--- src/rtl/spi_arbiter_pkg.sv ---
// ---------------------------------------------------------------------------
// spi_arbiter_pkg
// Shared definitions for the SPI master arbiter: default geometry, the
// arbiter state encoding and a helper for index widths.
// ---------------------------------------------------------------------------
package spi_arbiter_pkg;

   localparam int NUM_REQ_DEF  = 4;
   localparam int SIZE_DEF     = 40;
   localparam int CS_WIDTH_DEF = 4;
   localparam int TIMEOUT_DEF  = 1023;

   typedef enum logic [2:0] {
      ST_IDLE  = 3'd0,
      ST_LOAD  = 3'd1,
      ST_START = 3'd2,
      ST_BUSY  = 3'd3,
      ST_DONE  = 3'd4
   } arb_state_t;

   // Width needed to hold an index 0..n-1, never less than one bit.
   function automatic int idx_width(input int n);
      return (n > 1) ? $clog2(n) : 1;
   endfunction

endpackage

--- src/rtl/spi_arbiter_if.sv ---
// ---------------------------------------------------------------------------
// spi_arbiter_if
// Bundles the requester-side and SPI-master-side signals of the arbiter.
//   slave  : arbiter view (requests + master status in, grants/responses out)
//   master : environment view (requesters and SPI master drive the inputs)
// Requester k owns req_cs_in[k*CS_WIDTH +: CS_WIDTH] and
// req_data_in[k*SIZE +: SIZE].
// ---------------------------------------------------------------------------
interface spi_arbiter_if
   import spi_arbiter_pkg::*;
#(
   parameter int NUM_REQ  = NUM_REQ_DEF,
   parameter int SIZE     = SIZE_DEF,
   parameter int CS_WIDTH = CS_WIDTH_DEF
);
   logic [NUM_REQ-1:0]          req_valid_in;
   logic [NUM_REQ*CS_WIDTH-1:0] req_cs_in;
   logic [NUM_REQ*SIZE-1:0]     req_data_in;
   logic [NUM_REQ-1:0]          r_req_accept_out;
   logic [NUM_REQ-1:0]          r_resp_valid_out;
   logic [SIZE-1:0]             r_resp_data_out;
   logic                        r_resp_err_out;
   logic [SIZE-1:0]             r_spi_data_out;
   logic [CS_WIDTH-1:0]         r_spi_cs_select_out;
   logic                        r_spi_send_enable_out;
   logic [SIZE-1:0]             spi_data_in;
   logic                        spi_ready_in;
   logic                        r_busy_out;

   modport slave (
      input  req_valid_in, req_cs_in, req_data_in, spi_data_in, spi_ready_in,
      output r_req_accept_out, r_resp_valid_out, r_resp_data_out, r_resp_err_out,
             r_spi_data_out, r_spi_cs_select_out, r_spi_send_enable_out, r_busy_out
   );

   modport master (
      output req_valid_in, req_cs_in, req_data_in, spi_data_in, spi_ready_in,
      input  r_req_accept_out, r_resp_valid_out, r_resp_data_out, r_resp_err_out,
             r_spi_data_out, r_spi_cs_select_out, r_spi_send_enable_out, r_busy_out
   );
endinterface

--- src/rtl/spi_arbiter_rr_arbiter.sv ---
// ---------------------------------------------------------------------------
// rr_arbiter
// Combinational round-robin pick: first set bit of i_req searching upward
// from i_ptr with wrap-around. The pointer register lives in the caller.
//   i_req   : request vector
//   i_ptr   : search start index (must be < NUM_REQ)
//   o_grant : one-hot winner (0 when no request)
//   o_idx   : winner index
//   o_any   : at least one request present
// ---------------------------------------------------------------------------
module rr_arbiter #(
   parameter int NUM_REQ = 4,
   parameter int IDX_W   = 2
) (
   input  logic [NUM_REQ-1:0] i_req,
   input  logic [IDX_W-1:0]   i_ptr,
   output logic [NUM_REQ-1:0] o_grant,
   output logic [IDX_W-1:0]   o_idx,
   output logic               o_any
);
   logic [IDX_W:0]   w_sum;
   logic [IDX_W-1:0] w_cand;
   logic             w_found;

   always_comb begin
      o_grant = '0;
      o_idx   = '0;
      w_found = 1'b0;
      w_sum   = '0;
      w_cand  = '0;
      for (int off = 0; off < NUM_REQ; off++) begin
         // candidate = (ptr + off) mod NUM_REQ without a divider
         w_sum = {1'b0, i_ptr} + (IDX_W+1)'(off);
         if (w_sum >= (IDX_W+1)'(NUM_REQ)) begin
            w_sum = w_sum - (IDX_W+1)'(NUM_REQ);
         end
         w_cand = w_sum[IDX_W-1:0];
         if (!w_found && i_req[w_cand]) begin
            w_found         = 1'b1;
            o_grant[w_cand] = 1'b1;
            o_idx           = w_cand;
         end
      end
   end

   assign o_any = |i_req;

endmodule

--- src/rtl/spi_arbiter.sv ---
// ---------------------------------------------------------------------------
// spi_arbiter
// Shares one SPI master between NUM_REQ requesters. Round-robin grant, one
// transfer at a time through the master's send_enable/ready handshake, and
// the received datagram is returned to the granted requester. A transfer
// that spends TIMEOUT cycles in START+BUSY is aborted with an error response.
//   clk_in      : system clock
//   reset_n_in  : asynchronous active-low reset
//   bus         : requester and SPI-master signals (spi_arbiter_if.slave)
//
// state | meaning
// ------+---------------------------------------------------------------
// IDLE  | waiting for a request while the master reports ready
// LOAD  | winner's cs/data presented to master, accept pulse to winner
// START | send_enable high until the master drops ready
// BUSY  | master shifting, waiting for ready to return
// DONE  | response pulse to winner with data captured from the master
// ---------------------------------------------------------------------------
module spi_arbiter
   import spi_arbiter_pkg::*;
#(
   parameter int NUM_REQ  = NUM_REQ_DEF,
   parameter int SIZE     = SIZE_DEF,
   parameter int CS_WIDTH = CS_WIDTH_DEF,
   parameter int TIMEOUT  = TIMEOUT_DEF
) (
   input  logic         clk_in,
   input  logic         reset_n_in,
   spi_arbiter_if.slave bus
);
   localparam int IDX_W = idx_width(NUM_REQ);
   localparam int TO_W  = $clog2(TIMEOUT + 1);

   arb_state_t          r_state;
   arb_state_t          w_state_nxt;
   logic [IDX_W-1:0]    r_ptr;
   logic [NUM_REQ-1:0]  r_grant_oh;
   logic [TO_W-1:0]     r_cnt;
   logic [NUM_REQ-1:0]  r_accept;
   logic [NUM_REQ-1:0]  r_resp_valid;
   logic [SIZE-1:0]     r_resp_data;
   logic                r_resp_err;
   logic [SIZE-1:0]     r_spi_data;
   logic [CS_WIDTH-1:0] r_spi_cs;
   logic                r_send_en;
   logic                r_busy;

   logic [NUM_REQ-1:0]  w_grant;
   logic [IDX_W-1:0]    w_idx;
   logic                w_any;
   logic                w_cnt_tc;
   logic                w_timeout;

   rr_arbiter #(
      .NUM_REQ (NUM_REQ),
      .IDX_W   (IDX_W)
   ) u_rr_arbiter (
      .i_req   (bus.req_valid_in),
      .i_ptr   (r_ptr),
      .o_grant (w_grant),
      .o_idx   (w_idx),
      .o_any   (w_any)
   );

   // Terminal count: this is the TIMEOUT-th cycle spent in START+BUSY.
   assign w_cnt_tc = (r_cnt == TO_W'(TIMEOUT - 1));

   always_comb begin
      w_state_nxt = r_state;
      w_timeout   = 1'b0;
      case (r_state)
         ST_IDLE: begin
            if (w_any && bus.spi_ready_in) w_state_nxt = ST_LOAD;
         end
         ST_LOAD: w_state_nxt = ST_START;
         ST_START: begin
            if (w_cnt_tc) begin
               w_timeout   = 1'b1;
               w_state_nxt = ST_IDLE;
            end else if (!bus.spi_ready_in) begin
               w_state_nxt = ST_BUSY;
            end
         end
         ST_BUSY: begin
            if (w_cnt_tc) begin
               w_timeout   = 1'b1;
               w_state_nxt = ST_IDLE;
            end else if (bus.spi_ready_in) begin
               w_state_nxt = ST_DONE;
            end
         end
         ST_DONE: w_state_nxt = ST_IDLE;
         default: w_state_nxt = ST_IDLE;
      endcase
   end

   always_ff @(posedge clk_in or negedge reset_n_in) begin
      if (!reset_n_in) begin
         r_state      <= ST_IDLE;
         r_ptr        <= '0;
         r_grant_oh   <= '0;
         r_cnt        <= '0;
         r_accept     <= '0;
         r_resp_valid <= '0;
         r_resp_data  <= '0;
         r_resp_err   <= 1'b0;
         r_spi_data   <= '0;
         r_spi_cs     <= '0;
         r_send_en    <= 1'b0;
         r_busy       <= 1'b0;
      end else begin
         r_state      <= w_state_nxt;
         r_busy       <= (w_state_nxt != ST_IDLE);
         r_accept     <= '0;
         r_resp_valid <= '0;
         case (r_state)
            ST_IDLE: begin
               // Winner is latched on the way into LOAD so the accept pulse
               // and the master-facing data are both visible during LOAD.
               if (w_state_nxt == ST_LOAD) begin
                  r_accept   <= w_grant;
                  r_grant_oh <= w_grant;
                  r_spi_data <= bus.req_data_in[int'(w_idx)*SIZE +: SIZE];
                  r_spi_cs   <= bus.req_cs_in[int'(w_idx)*CS_WIDTH +: CS_WIDTH];
                  if (w_idx == IDX_W'(NUM_REQ - 1)) r_ptr <= '0;
                  else                              r_ptr <= w_idx + 1'b1;
               end
            end
            ST_LOAD: begin
               r_cnt     <= '0;
               r_send_en <= 1'b1;
            end
            ST_START, ST_BUSY: begin
               if (w_timeout) begin
                  r_send_en    <= 1'b0;
                  r_resp_valid <= r_grant_oh;
                  r_resp_data  <= '0;
                  r_resp_err   <= 1'b1;
               end else begin
                  r_cnt <= r_cnt + 1'b1;
                  if (w_state_nxt == ST_BUSY) r_send_en <= 1'b0;
                  if (w_state_nxt == ST_DONE) begin
                     r_resp_valid <= r_grant_oh;
                     r_resp_data  <= bus.spi_data_in;
                     r_resp_err   <= 1'b0;
                  end
               end
            end
            default: ;
         endcase
      end
   end

   assign bus.r_req_accept_out      = r_accept;
   assign bus.r_resp_valid_out      = r_resp_valid;
   assign bus.r_resp_data_out       = r_resp_data;
   assign bus.r_resp_err_out        = r_resp_err;
   assign bus.r_spi_data_out        = r_spi_data;
   assign bus.r_spi_cs_select_out   = r_spi_cs;
   assign bus.r_spi_send_enable_out = r_send_en;
   assign bus.r_busy_out            = r_busy;

endmodule

--- src/flat_wrapper.sv ---
// flat-port wrapper written by rule: the top's interface ports become plain ports
module spi_arbiter_flat import spi_arbiter_pkg::*;
#(
   parameter int NUM_REQ  = NUM_REQ_DEF,
   parameter int SIZE     = SIZE_DEF,
   parameter int CS_WIDTH = CS_WIDTH_DEF,
   parameter int TIMEOUT  = TIMEOUT_DEF
)
  (clk_in, reset_n_in, bus_req_valid_in, bus_req_cs_in, bus_req_data_in, bus_spi_data_in, bus_spi_ready_in, bus_r_req_accept_out, bus_r_resp_valid_out, bus_r_resp_data_out, bus_r_resp_err_out, bus_r_spi_data_out, bus_r_spi_cs_select_out, bus_r_spi_send_enable_out, bus_r_busy_out);
  spi_arbiter_if #(.NUM_REQ(NUM_REQ), .SIZE(SIZE), .CS_WIDTH(CS_WIDTH)) bus_i ();
  input  logic clk_in;
  input  logic reset_n_in;
  input wire logic [$bits(bus_i.req_valid_in)-1:0] bus_req_valid_in;
  input wire logic [$bits(bus_i.req_cs_in)-1:0] bus_req_cs_in;
  input wire logic [$bits(bus_i.req_data_in)-1:0] bus_req_data_in;
  input wire logic [$bits(bus_i.spi_data_in)-1:0] bus_spi_data_in;
  input wire logic [$bits(bus_i.spi_ready_in)-1:0] bus_spi_ready_in;
  output wire logic [$bits(bus_i.r_req_accept_out)-1:0] bus_r_req_accept_out;
  output wire logic [$bits(bus_i.r_resp_valid_out)-1:0] bus_r_resp_valid_out;
  output wire logic [$bits(bus_i.r_resp_data_out)-1:0] bus_r_resp_data_out;
  output wire logic [$bits(bus_i.r_resp_err_out)-1:0] bus_r_resp_err_out;
  output wire logic [$bits(bus_i.r_spi_data_out)-1:0] bus_r_spi_data_out;
  output wire logic [$bits(bus_i.r_spi_cs_select_out)-1:0] bus_r_spi_cs_select_out;
  output wire logic [$bits(bus_i.r_spi_send_enable_out)-1:0] bus_r_spi_send_enable_out;
  output wire logic [$bits(bus_i.r_busy_out)-1:0] bus_r_busy_out;
  assign bus_i.req_valid_in = bus_req_valid_in;
  assign bus_i.req_cs_in = bus_req_cs_in;
  assign bus_i.req_data_in = bus_req_data_in;
  assign bus_i.spi_data_in = bus_spi_data_in;
  assign bus_i.spi_ready_in = bus_spi_ready_in;
  assign bus_r_req_accept_out = bus_i.r_req_accept_out;
  assign bus_r_resp_valid_out = bus_i.r_resp_valid_out;
  assign bus_r_resp_data_out = bus_i.r_resp_data_out;
  assign bus_r_resp_err_out = bus_i.r_resp_err_out;
  assign bus_r_spi_data_out = bus_i.r_spi_data_out;
  assign bus_r_spi_cs_select_out = bus_i.r_spi_cs_select_out;
  assign bus_r_spi_send_enable_out = bus_i.r_spi_send_enable_out;
  assign bus_r_busy_out = bus_i.r_busy_out;
  spi_arbiter #(.NUM_REQ(NUM_REQ), .SIZE(SIZE), .CS_WIDTH(CS_WIDTH), .TIMEOUT(TIMEOUT)) u_core (.clk_in(clk_in), .reset_n_in(reset_n_in), .bus(bus_i));
endmodule
--- config.mk ---
export PLATFORM = sky130hd
export DESIGN_NAME = spi_arbiter_flat
export DESIGN_NICKNAME = d
export VERILOG_FILES = /design/src/rtl/spi_arbiter_pkg.sv /design/src/rtl/spi_arbiter_if.sv /design/src/rtl/spi_arbiter_rr_arbiter.sv /design/src/rtl/spi_arbiter.sv /design/src/flat_wrapper.sv
export SDC_FILE = /design/constraint.sdc
export NUM_CORES = 1
export LEC_CHECK = 0
export CORE_AREA = 2 2 124 126
export DETAILED_ROUTE_END_ITERATION = 10
export DIE_AREA = 0 0 126 128
export DONT_BUFFER_PORTS = 1
export MAX_ROUTING_LAYER = met4
export REMOVE_ABC_BUFFERS = 1
export SYNTH_ARGS = -nofsm -noshare
export SYNTH_HDL_FRONTEND = slang
export SYNTH_SLANG_ARGS = --single-unit
--- constraint.sdc ---
create_clock -name clk_in -period 3.2 [get_ports clk_in]
set_clock_uncertainty 0.15 [all_clocks]
set_input_delay 0.64 -clock clk_in [delete_from_list [all_inputs] [get_ports clk_in]]
set_output_delay 0.64 -clock clk_in [all_outputs]
set_load 0.005 [all_outputs]
==> metrics.md <==
| Metric | Value |
|---|---|
| Final-layout fill cell count | between 1000 and 1500 |
| Worst path cell trace | inv_1 > ha_1 > mux4_2 > nor2b_4 > o21ai_1 > o21ai_4 > buf_12 > buf_4 > mux2i_1 > o221ai_2 |
| Total number of yosys warnings | 0 |
| Biggest fanout along the worst timing path | 26 |
| Data arrival, critical path | 3.09 ns |
| Slowest CP cell | mux4_2 |
| Shortest period the worst path allows | about 3.0 ns |
| Cell types with the largest area share after synthesis | dfrtp_1, mux2i_1, o221ai_2 |
| Setup repair after global routing missed its margin | no |
| Core ar. | 0.01486 sq mm |
| Outcome | finished, violations left |
| Netlist area before placement | between 0.006 and 0.007 sq mm |
| Placed cell area | between 0.006 and 0.007 sq mm |
| Endpoints failing hold | approximately 110 |
| Count of cell types in the netlist | 49 |
| Top cells by instance count after synthesis | dfrtp_1, mux2i_1, nand2_1, a22o_1, o221ai_2 |
| Post-synthesis to final-layout area growth | 14.22% |
| Source-to-sink clock delay at the later pin of the worst-skew pair | just over 0.4 ns |
| Final ANT Viol Nets | 0 |
| Async S/R FF share, synth | between 90% and 100% |
| Share of post-route cells with drive strength above 1 | between 20% and 30% |
| Transition at the pin with the smallest max-transition slack | 0.4637 ns |
| GRT Resource Usage Total | 20.81% |
| Die X | between 100 and 150 um |
| Final standard cell area without fillers | roughly 0.0070 sq mm |
| Number of global-route vias before repair | 4494 |
| Leakage component of the power | roughly 3.2 nW |
| Post-CTS setup buffers | 0 |
| Category of the most critical setup path | reg2reg |
| Clock slew seen by the registers of the worst setup and hold paths | about 0.06 ns |
| Vias post-DR | ~4300 |
| Dominant cell by count in the synthesized netlist | dfrtp_1 |
| Number of stages on the worst setup path | 10 |
| Maximum vdd drop | 0.0004303 V |
| Final period utilization | slightly above 90% |
| Number of antenna violations at the first check in global routing | 2 |
| Slew Viols, Final | 0 |
| Total clock sinks | about 110 |
| Synthesized flop and latch total | around 110 |
| Req. time, crit path | roughly 3.3 ns |
| Final setup violation count | 0 |
| Post-synthesis cell type with the largest combined area | dfrtp_1 |
| Final hold slack | -0.2294 ns |
| Clock root buffer master | clkbuf_16 |
| TritonCTS clock tree | done |
| Number of buffers added by the clock tree synthesis step | 17 |
| Input/output buffers | 0 |
| DRC violations left | 0 |
| GRT overflow | 0 |
| Per-instance average area after synthesis | approximately 12 sq um |
| Sequential-to-total area share from yosys stat | 46.58% |
| Count of flip-flops with a built-in enable after synthesis | 0 |
| Hold crit path type | in2async |
| First-pass iteration count of the detailed router | 4 |
| Max-capacitance violation count | 0 |
| Primary FF master, synth | dfrtp_1 |
| H-Tree Level Count | 4 |
| Violations in the final reports | negative hold slack |
| Pin count of the biggest net entering global routing | roughly 120 |
| Routed vias/inst | between 5 and 6 |
| Type of origin of the critical path | flop |
| Detailed-route wire length | between 15000 and 20000 um |
| Largest buffer count on any clock path | 2 |
| Slowest Stage Delay on Critical Path | 0.43 ns |
| Die Span Y | between 100 and 150 um |
| Power density over cell area | about 1200 mW/mm^2 |
| Worst reg2reg path depth | 10 |
| Relative slew slack | a little under 70% |
| Starting density of the core | about two fifths |
| Highest clock frequency the design can meet | roughly 340 MHz |
| First DRT Iteration DRCs | roughly 240 |
| Largest delay contributor family on the critical path | multiplexers |
| Final RePlAce weighted congestion | ~0.87 |
| CTS resizes | 0 |
| Type of element capturing the critical path | flop |
| Final #Nets | 757 |
| WL per Instance | between 20 and 25 um |
| # rows | 45 |
| Global-route wire length before repair | between 20000 and 25000 um |
| Top-level port count | about 320 |
| Die footprint | approximately 0.016 sq mm |
| Final core utilization | 47.06% |
| Total buffers and inverters traversed by the critical path | 3 |
| Cell count after synthesis | 519 |
| Top cell type's share of synthesized area | a little under half |
| Dpl hpwl | ~12000 um |
-- stage by stage --
stage	hold WS [ns]	instances	power, mW	setup slack (ns)	TNS [ns]
finish	-0.2294	727	8.162	0.2359	0
global route	-0.2545	727	8.658	0.1132	0
CTS	-0.2554	725	8.248	0.2547	0
detailed placement	0.1970	693	6.302	0.2560	0
global placement	0.1974	693	6.153	0.3035	0
floorplan	0.1944	475	4.738	-5.242	-234.90
-- power breakdown --
part | total, mW | internal [mW] | leakage [nW] | switching, mW
logic | 3.66 | 1.77 | 1.47 | 1.89
clock network | 1.93 | 1.17 | 0.286 | 0.757
registers | 2.57 | 2.05 | 1.45 | 0.528
-- path summary, 6_finish.rpt --
path                                                       start  slack (ns)                                        end
worst min-delay path                                  reset_n_in       -0.23  u_core.bus.r_resp_data_out[4]$_DFFE_PN0P_
worst max-delay path                                        flop        0.24  u_core.bus.r_spi_data_out[10]$_DFFE_PN0P_
worst min register to register  u_core.r_grant_oh[1]$_DFFE_PN0P_        0.33           u_core.r_grant_oh[1]$_DFFE_PN0P_
worst max register to register                              flop        0.24  u_core.bus.r_spi_data_out[10]$_DFFE_PN0P_
min in group clk_in                             bus_spi_ready_in        0.20                u_core.r_state[0]$_DFF_PN0_
max in group asynchronous                             reset_n_in        2.93   u_core.bus.r_req_accept_out[0]$_DFF_PN0_
-- final cells by class --
| type | instances | area, sq um | area share [%] |
|---|---|---|---|
| clock buffer | 17 | 425.4 | 6.081 |
| inverter | 9 | 33.78 | 0.4829 |
| clock inverter | 15 | 171.4 | 2.450 |
| antenna | 2 | 5.005 | 0.07154 |
| timing repair buffer | 30 | 287.8 | 4.114 |
| multi-input combinational | 352 | 2984 | 42.66 |
| tap | 188 | 235.2 | 3.363 |
| sequential | 114 | 2853 | 40.78 |
-- kinds of logic (layout without fill, tap and decap cells) --
group	Yosys count	in the layout	share of synthesized area, %
AOI/OAI and AO/OA	121	121	20.00
xor gates and xnor gates	10	10	1.430
adders and majority gates	10	10	2.043
buffers and inverters	53	71	4.964
DFF	114	114	46.58
muxes	92	92	15.65
other	0	2	0
and+or+nand+nor	119	119	9.336
-- flip-flops by register name, indices dropped and copies added, names as in the netlist, named ones only --
name,count
u_core.r_state,3
u_core.bus.r_busy_out,1
u_core.bus.r_resp_data_out,40
u_core.r_ptr,1
u_core.r_cnt,10
u_core.bus.r_spi_data_out,40
u_core.r_grant_oh,4
u_core.bus.r_spi_send_enable_out,1
u_core.bus.r_spi_cs_select_out,4
u_core.bus.r_resp_valid_out,4
u_core.bus.r_req_accept_out,4
u_core.bus.r_resp_err_out,1
-- cell usage in the layout, fill, tap and decap left out, types with 2 or more instances in the layout --
| cell | instances |
|---|---|
| or2_2 | 5 |
| mux2i_1 | 89 |
| nand3_1 | 7 |
| buf_12 | 5 |
| nor2_1 | 20 |
| and2_1 | 2 |
| nand4b_1 | 2 |
| nand4_1 | 5 |
| xnor2_1 | 2 |
| clkinvlp_4 | 3 |
| a21oi_1 | 8 |
| o21ai_1 | 3 |
| nand2b_1 | 3 |
| a22o_1 | 40 |
| mux4_2 | 3 |
| nor2b_1 | 2 |
| a21o_1 | 4 |
| buf_4 | 25 |
| o21ai_0 | 6 |
| inv_1 | 9 |
| inv_8 | 2 |
| o221ai_2 | 39 |
| o21a_1 | 2 |
| o221ai_1 | 6 |
| bufinv_16 | 2 |
| clkbuf_16 | 17 |
| diode_2 | 2 |
| inv_6 | 6 |
| a22oi_1 | 8 |
| nand2_1 | 56 |
| nand3b_1 | 3 |
| and3_1 | 3 |
| xor2_1 | 8 |
| ha_1 | 10 |
| dfrtp_1 | 114 |
-- layer usage --
layer | track usage (%) | wire length (um) | vias up
met1 | 24.49 | 6671 | 2130
met5 | - | 0 | -
met3 | 7.262 | 1382 | 18
met4 | 6.981 | 247 | 0
li1 | - | - | 1971
met2 | 33.52 | 8391 | 217
Power figures use the tool's default switching activity.
